File: config.mk
export PLATFORM = sky130hd
export DESIGN_NAME = decoder_pulse_seq
export DESIGN_NICKNAME = d
export VERILOG_FILES = /design/src/rtl/decoder_pkg.sv /design/src/rtl/dec_down_counter.sv /design/src/rtl/decoder_pulse_seq.sv
export SDC_FILE = /design/constraint.sdc
export NUM_CORES = 1
export LEC_CHECK = 0
export CAP_MARGIN = 20
export CORE_UTILIZATION = 42
export CTS_CLUSTER_DIAMETER = 50
export CTS_CLUSTER_SIZE = 16
export DETAILED_ROUTE_END_ITERATION = 8
export PLACE_DENSITY = 0.65
export SLEW_MARGIN = 10
export SYNTH_ARGS = -nofsm -noshare
export SYNTH_HDL_FRONTEND = slang
export SYNTH_SLANG_ARGS = --single-unit
File: constraint.sdc
create_clock -name clk -period 3.65 [get_ports clk]
set_input_delay 0.365 -clock clk [delete_from_list [all_inputs] [get_ports clk]]
set_output_delay 0.365 -clock clk [all_outputs]
set_load 0.03 [all_outputs]
File: src/rtl/decoder_pkg.sv
// Shared types and helpers for the pulse-sequencing binary decoder.
// Consumers: decoder_pulse_seq and its bench.
package decoder_pkg;

    typedef enum logic [1:0] {
        IDLE  = 2'd0,
        DRIVE = 2'd1,
        GAP   = 2'd2
    } dec_state_t;

    localparam int HIT_CNT_W = 16;

    // onehot_of is written for the widest supported code; callers truncate to their OUT_W.
    localparam int MAX_IN_W  = 8;
    localparam int MAX_OUT_W = 2 ** MAX_IN_W;

    function automatic logic [MAX_OUT_W-1:0] onehot_of(input logic [MAX_IN_W-1:0] code);
        logic [MAX_OUT_W-1:0] v;
        v       = '0;
        v[code] = 1'b1;
        return v;
    endfunction

endpackage

File: src/rtl/dec_down_counter.sv
// Loadable down-counter with a zero flag; stops at zero instead of wrapping.
module dec_down_counter #(
    parameter int W = 8
) (
    input  logic         clk,
    input  logic         rst_n,
    input  logic         load,
    input  logic [W-1:0] load_val,
    input  logic         dec,
    output logic         zero
);

    logic [W-1:0] count_q, count_d;

    always_comb begin
        count_d = count_q;
        if (load) begin
            count_d = load_val;
        end else if (dec && (count_q != '0)) begin
            count_d = count_q - 1'b1;
        end
    end

    always_ff @(posedge clk) begin
        if (!rst_n) begin
            count_q <= '0;
        end else begin
            count_q <= count_d;
        end
    end

    assign zero = (count_q == '0);

endmodule

File: src/rtl/decoder_pulse_seq.sv
// Sequential N-to-2^N decoder: one-hot pulse of programmable length, then an idle gap.
// Optional macro DECODER_HIT_CNT_EN adds a saturating 16-bit accepted-code counter (hit_count).
module decoder_pulse_seq
    import decoder_pkg::*;
#(
    parameter  int IN_W  = 2,
    parameter  int CNT_W = 8,
    localparam int OUT_W = 2 ** IN_W
) (
    input  logic             clk,
    input  logic             rst_n,
    input  logic [IN_W-1:0]  in_code,
    input  logic             in_valid,
    output logic             in_ready,
    input  logic [CNT_W-1:0] pulse_len,
    input  logic [CNT_W-1:0] gap_len,
    output logic [OUT_W-1:0] out,
    output logic             busy,
    output logic             done
`ifdef DECODER_HIT_CNT_EN
    ,
    output logic [HIT_CNT_W-1:0] hit_count
`endif
);

    // Handshake: a code is taken on a rising edge with in_valid && in_ready;
    // in_ready depends only on the state register, so it never follows in_valid.
    dec_state_t       state_q, state_d;
    logic [OUT_W-1:0] out_q, out_d;
    logic [CNT_W-1:0] glen_q, glen_d;
    logic             accept;
    logic             p_load, p_dec, p_zero;
    logic             g_load, g_dec, g_zero;
    logic [CNT_W-1:0] p_val, g_val;

    assign in_ready = (state_q == IDLE);
    assign busy     = (state_q != IDLE);
    assign accept   = in_valid && in_ready;
    assign out      = out_q;

    // A zero pulse length behaves as one cycle, so the load value never underflows.
    assign p_val = (pulse_len == '0) ? '0 : pulse_len - 1'b1;
    assign g_val = glen_q - 1'b1;

    always_comb begin
        state_d = state_q;
        out_d   = out_q;
        glen_d  = glen_q;
        p_load  = 1'b0;
        p_dec   = 1'b0;
        g_load  = 1'b0;
        g_dec   = 1'b0;
        done    = 1'b0;
        case (state_q)
            IDLE: begin
                out_d = '0;
                if (accept) begin
                    out_d   = OUT_W'(onehot_of(MAX_IN_W'(in_code)));
                    p_load  = 1'b1;
                    glen_d  = gap_len;
                    state_d = DRIVE;
                end
            end
            DRIVE: begin
                if (p_zero) begin
                    done  = 1'b1;
                    out_d = '0;
                    if (glen_q != '0) begin
                        g_load  = 1'b1;
                        state_d = GAP;
                    end else begin
                        state_d = IDLE;
                    end
                end else begin
                    p_dec = 1'b1;
                end
            end
            GAP: begin
                out_d = '0;
                if (g_zero) begin
                    state_d = IDLE;
                end else begin
                    g_dec = 1'b1;
                end
            end
            default: begin
                out_d   = '0;
                state_d = IDLE;
            end
        endcase
    end

    always_ff @(posedge clk) begin
        if (!rst_n) begin
            state_q <= IDLE;
            out_q   <= '0;
            glen_q  <= '0;
        end else begin
            state_q <= state_d;
            out_q   <= out_d;
            glen_q  <= glen_d;
        end
    end

    dec_down_counter #(.W(CNT_W)) u_pulse_cnt (
        .clk      (clk),
        .rst_n    (rst_n),
        .load     (p_load),
        .load_val (p_val),
        .dec      (p_dec),
        .zero     (p_zero)
    );

    dec_down_counter #(.W(CNT_W)) u_gap_cnt (
        .clk      (clk),
        .rst_n    (rst_n),
        .load     (g_load),
        .load_val (g_val),
        .dec      (g_dec),
        .zero     (g_zero)
    );

`ifdef DECODER_HIT_CNT_EN
    logic [HIT_CNT_W-1:0] hit_cnt_q, hit_cnt_d;

    always_comb begin
        hit_cnt_d = hit_cnt_q;
        if (accept && (hit_cnt_q != '1)) begin
            hit_cnt_d = hit_cnt_q + 1'b1;
        end
    end

    always_ff @(posedge clk) begin
        if (!rst_n) begin
            hit_cnt_q <= '0;
        end else begin
            hit_cnt_q <= hit_cnt_d;
        end
    end

    assign hit_count = hit_cnt_q;
`endif

endmodule

-- Word-level counts from Yosys, hierarchy flattened
Cells that the tools add are included.
- add/subtract/negate cells: 4
- order comparisons: 2
- equality and inequality tests: 5
- mux-type cells: 26
- reduce and logical (&&, ||, !) cells: 16
- operators with widths (operator ; count):
    2-to-1 mux 8 bit ; 5
    subtractor 8 x 1 -> 8 bit (second input constant) ; 4
    zero test 8 bit ; 3
    nonzero test 8 bit ; 3
    2-to-1 mux 1 bit ; 12
    less-than comparator 2 x 9 -> 1 bit (second input constant) ; 1
    2-to-1 mux 2 bit ; 4
    2-to-1 mux 4 bit ; 2
    one-hot mux 4 bit (2 select lines) ; 1
    one-hot mux 2 bit (3 select lines) ; 1
    nonzero test 2 bit ; 3
    logical AND 1 bit ; 4
    != test 2 bit (second input constant) ; 2
    AND reduction 3 bit ; 1
    demux 1 bit (select 2 bit) ; 1
    equality test 2 x 1 -> 1 bit (second input constant) ; 1
    equality test 2 bit (second input constant) ; 1
    greater-or-equal comparator 2 x 1 -> 1 bit (second input constant) ; 1
    zero test 2 bit ; 1
    != test 2 x 1 -> 1 bit (second input constant) ; 1
    AND reduction 2 bit ; 1
- bits in registers: 30
- input port bits: 21
- output and inout port bits: 7

-- Logic depth before layout (Yosys ltp)
- word-level depth: 6
- mapped depth: 13

-- Hierarchy
Synthesis repeated with hierarchy kept, for this count alone.
- cells, all modules: 228
- area, all modules: 1898.1 um^2
- by module, submodules not included (module ; times used ; cells each ; area each (um^2) ; sequential area each (um^2)):
    decoder_pulse_seq ; 1 ; 111 ; 878.3 ; 280.3
    dec_down_counter at u_pulse_cnt ; 1 ; 59 ; 511.7 ; 160.2
    dec_down_counter at u_gap_cnt ; 1 ; 58 ; 508.0 ; 160.2

-- Worst setup path after synthesis
Ideal clock, no wire load.
- path type: reg2reg
- start point: register glen_q[0]
- end point: register u_gap_cnt.count_q[6]
- library setup time: 0.070 ns
- arrival: 3.181 ns
- path slack: 0.400 ns
- stages on the path, launching flop included: 11
- buffers on the path: 0
- period minus slack after synthesis: 3.250 ns
- cells stage by stage: dfxtp_1 -> or4_4 -> or4_4 -> o21ai_4 -> mux2i_1 -> ha_1 -> or3b_2 -> a2111oi_0 -> xor2_1 -> o21ai_1 -> a21oi_1
- cells in the longest elaborated chain, start to end: 5
- elaborated cells on any way between the ends: 7
- ends and longest elaborated chain (element ; RTL line ; RTL):
    start, declared ; decoder_pulse_seq.sv:30 ; logic [CNT_W-1:0] glen_q, glen_d;
    start signal, assigned ; decoder_pulse_seq.sv:101 ; glen_q <= glen_d;
    parallel branches: the longest is 5 deep, another holds subtractor 8 x 1 -> 8 bit ; -- ;
    end signal, assigned ; dec_down_counter.sv:28 ; count_q <= count_d;
    end, declared ; dec_down_counter.sv:13 ; logic [W-1:0] count_q, count_d;
Several ways; the timed one is not identified.
A chain may end at the register's enable or synchronous reset.

-- Worst setup path after layout
Ends and elaborated chain as after synthesis.

==> results.sh <==
export IMPL_diodes=0
export IMPL_placed_area_um2=2030
export IMPL_cp_max_fo=5
export IMPL_post_place_cells=281
export IMPL_dr_pass1_iters=4
export IMPL_fin_crit_sh_pct=94.1
export IMPL_cts_sinks=30
export IMPL_cellPowerDensity_nw_per_um2=467
export IMPL_skew_ps=5.81
export IMPL_critical_path_slowest_cell="or4_4"
export IMPL_grt_max_degree=21
export IMPL_crit_chain="or4_4 -> or4_4 -> o21ai_4 -> mux2i_1 -> ha_1 -> or3b_2 -> a2111oi_0 -> xor2_1 -> o21ai_1 -> a21oi_1"
export IMPL_cts_setup_buffers=0
export IMPL_grt_pass1_wl_mm=6.91
export IMPL_max_freq_mhz=291
export IMPL_synth_nets=234
export IMPL_die_area_um2=4280
export IMPL_critPathBufInv=0
export IMPL_max_slew_worst_pin_slew_ps=669
export IMPL_ys_dominant_reg_cell="dfxtp_1"
export IMPL_nNetsFinal=265
export IMPL_endpoint_kind="register"
export IMPL_die_w_um=65.4
export IMPL_drt_first_iter_violations=95
export IMPL_setup_tns_final_ps=0
export IMPL_port_buffer_count=27
export IMPL_synth_enable_flop_cells=0
export IMPL_gp_congestion=0.802
export IMPL_reg2reg_slack_ps=220
export IMPL_setup_viol=0
export IMPL_final_common_cell="dfxtp_1"
export IMPL_clockBufferDepth=2
export IMPL_post_drt_wl_per_cell_um=13.9
export IMPL_worst_ep_required_time_ps=3860
export IMPL_drive_above_1_share_pct=8.30
export IMPL_period_needed_ps=3430
export IMPL_cpMostUsedCell="or4_4"
export IMPL_cts_tree="done"
export IMPL_clock_latency_ps=280
export IMPL_yosysUniqueCellTypes=48
export IMPL_cts_resized=0
export IMPL_pin_count=28
export IMPL_clockRootBuffer="clkbuf_8"
export IMPL_critical_path_arrival_ps=3650
export IMPL_ir_worst_vdd_uv=278
export IMPL_power_frac_seq_pct=40.9
export IMPL_cts_htree_levels=2
export IMPL_layout_common_cells="30 x dfxtp_1, 27 x clkdlybuf4s50_1, 23 x nand2_1, 22 x a21oi_1, 15 x nor2_1"
export IMPL_ys_ff_latch=30
export IMPL_vias=1622
export IMPL_power_clock_fraction_pct=27.7
export IMPL_p_leak_nw=0.813
export IMPL_synth_async_reset_ratio_pct=0
export IMPL_core_rowCount=22
export IMPL_fin_cells=289
export IMPL_status="complete, no violations"
export IMPL_critPathMaxStageDelay_ps=550
export IMPL_grt_usage_pct=21.7
export IMPL_drc=0
export IMPL_numCtsBuffers=5
export IMPL_finalMaxSlewViolations=0
export IMPL_max_cap_violations=0
export IMPL_intPower_w=0.000657
export IMPL_final_hold_viol_count=0
export IMPL_ys_seq_area_share_pct=35.6
export IMPL_pwr_share_comb_pct=31.4
export IMPL_clk_pin_slew_ps=60
export IMPL_core_area_um2=3770
export IMPL_grt_pass1_vias=1429
export IMPL_start_kind="register"
export IMPL_power_switching_w=0.000331
export IMPL_dpl_hpwl_mm=2.96
export IMPL_die_y_um=65.4
export IMPL_postLayoutCoreUtil_pct=56.2
export IMPL_ant_nets=0
export IMPL_grt_overflow=0
export IMPL_syn_area_per_cell_um2=8.08
export IMPL_slew_headroom_pct=55.3
export IMPL_synth_area_um2=1690
export IMPL_postCtsHoldBufs=0
export IMPL_hold_path_class="reg -> reg"
export IMPL_fin_area_um2=2120
export IMPL_synthCells=209
export IMPL_switching_share_pct=33.5
export IMPL_routed_wl_mm=4.01
export IMPL_ys_warn_count=0
export IMPL_via_per_inst=5.61
export IMPL_antenna_found_initial=0
export IMPL_rsz0062_at_grt="no"
export IMPL_synthToLayoutAreaGrowth_pct=25.4
export IMPL_initial_core_util_pct=44.8
export IMPL_path_delay_family="simple AND/OR/NAND/NOR gates"
export IMPL_worst_setup_path_type="reg -> reg"
synthesized netlist by cell type, types with 2 or more instances:
library cell	instances	area [um^2]
a2111oi_0	2	17.5
a211oi_1	2	15.0
a21o_1	3	22.5
a21oi_1	22	110
a22oi_1	2	15.0
a32oi_1	2	17.5
and3_1	3	18.8
clkbuf_1	6	22.5
dfxtp_1	30	601
ha_1	4	50.1
inv_1	9	33.8
mux2i_1	4	40.0
nand2_1	23	86.3
nand2b_1	3	18.8
nand3_1	4	20.0
nor2_1	15	56.3
nor2b_1	2	12.5
nor3_1	9	45.0
nor3b_1	2	15.0
nor4_1	4	25.0
o21ai_0	10	50.1
o21ai_1	3	15.0
o31ai_1	3	22.5
or3b_2	2	17.5
or4_1	5	37.5
or4_4	2	22.5
xnor2_1	7	61.3
xor2_1	6	52.6
sequential cells by signal, indices dropped and copies added, names as in the netlist:
name / count
glen_q: 8
out: 4
state_q: 2
u_gap_cnt.count_q: 8
u_pulse_cnt.count_q: 8
kinds of logic after synthesis:
| kind of cell | count (synthesis) | share of synthesized area [%] |
|---|---|---|
| adders and majority gates | 4 | 2.96 |
| and+or+nand+nor | 78 | 23.9 |
| DFF | 30 | 35.6 |
| xor gates and xnor gates | 13 | 6.74 |
| muxes | 4 | 2.37 |
| buffers and inverters | 17 | 3.85 |
| AOI/OAI and AO/OA | 63 | 24.7 |
metal layers:
| metal | track usage [%] | vias to the layer above | part of all wire [%] |
|---|---|---|---|
| met3 | 7.29 | 5 | 4.2 |
| met1 | 30.4 | 743 | 52 |
| met2 | 30.4 | 43 | 42 |
| met4 | 7.61 | 0 | 1.4 |
| met5 | 0 | - | 0 |
| li1 | - | 831 | - |
tightest hold or removal path, cell delays in order (launching register included):
cell	delay [ps]
dfxtp_1	330
a32oi_1	60
nor2_1	80
area by class of cell:
| type | count | area [um^2] |
|---|---|---|
| tap | 48 | 60.1 |
| timing repair buffer | 31 | 300 |
| inverter | 10 | 37.5 |
| fill | 356 | 1650 |
| multi-input combinational | 162 | 1030 |
| clock inverter | 1 | 5.00 |
| clock buffer | 7 | 86.3 |
| sequential | 30 | 601 |
metrics by stage:
| stage | hold slack, ps | power (W) | setup slack (ps) |
|---|---|---|---|
| after CTS | 497 | 0.000994 | 226 |
| after detailed placement | 477 | 0.000717 | 277 |
| after global placement | 479 | 0.000718 | 359 |
| final | 494 | 0.000988 | 217 |
| after floorplan | 458 | 0.000620 | 400 |
| after global routing | 519 | 0.00105 | 7.20 |
worst paths after layout:
check	from	to	cells past startpoint
setup / recovery	glen_q[0]	u_gap_cnt.count_q[6]	10
hold / removal	out[1]	out[1]	2
setup reg to reg	glen_q[0]	u_gap_cnt.count_q[6]	10
hold reg to reg	out[1]	out[1]	2
power groups by stage:
stage	Combinational [W]	Sequential [W]	Clock, W
2_1_floorplan	0.000218	0.000402	0
3_3_place_gp	0.000309	0.000409	0
3_5_place_dp	0.000307	0.000410	0
4_1_cts	0.000311	0.000403	0.000281
5_1_grt	0.000348	0.000409	0.000296
6_report	0.000310	0.000404	0.000274
Power figures use the tool's default switching activity.
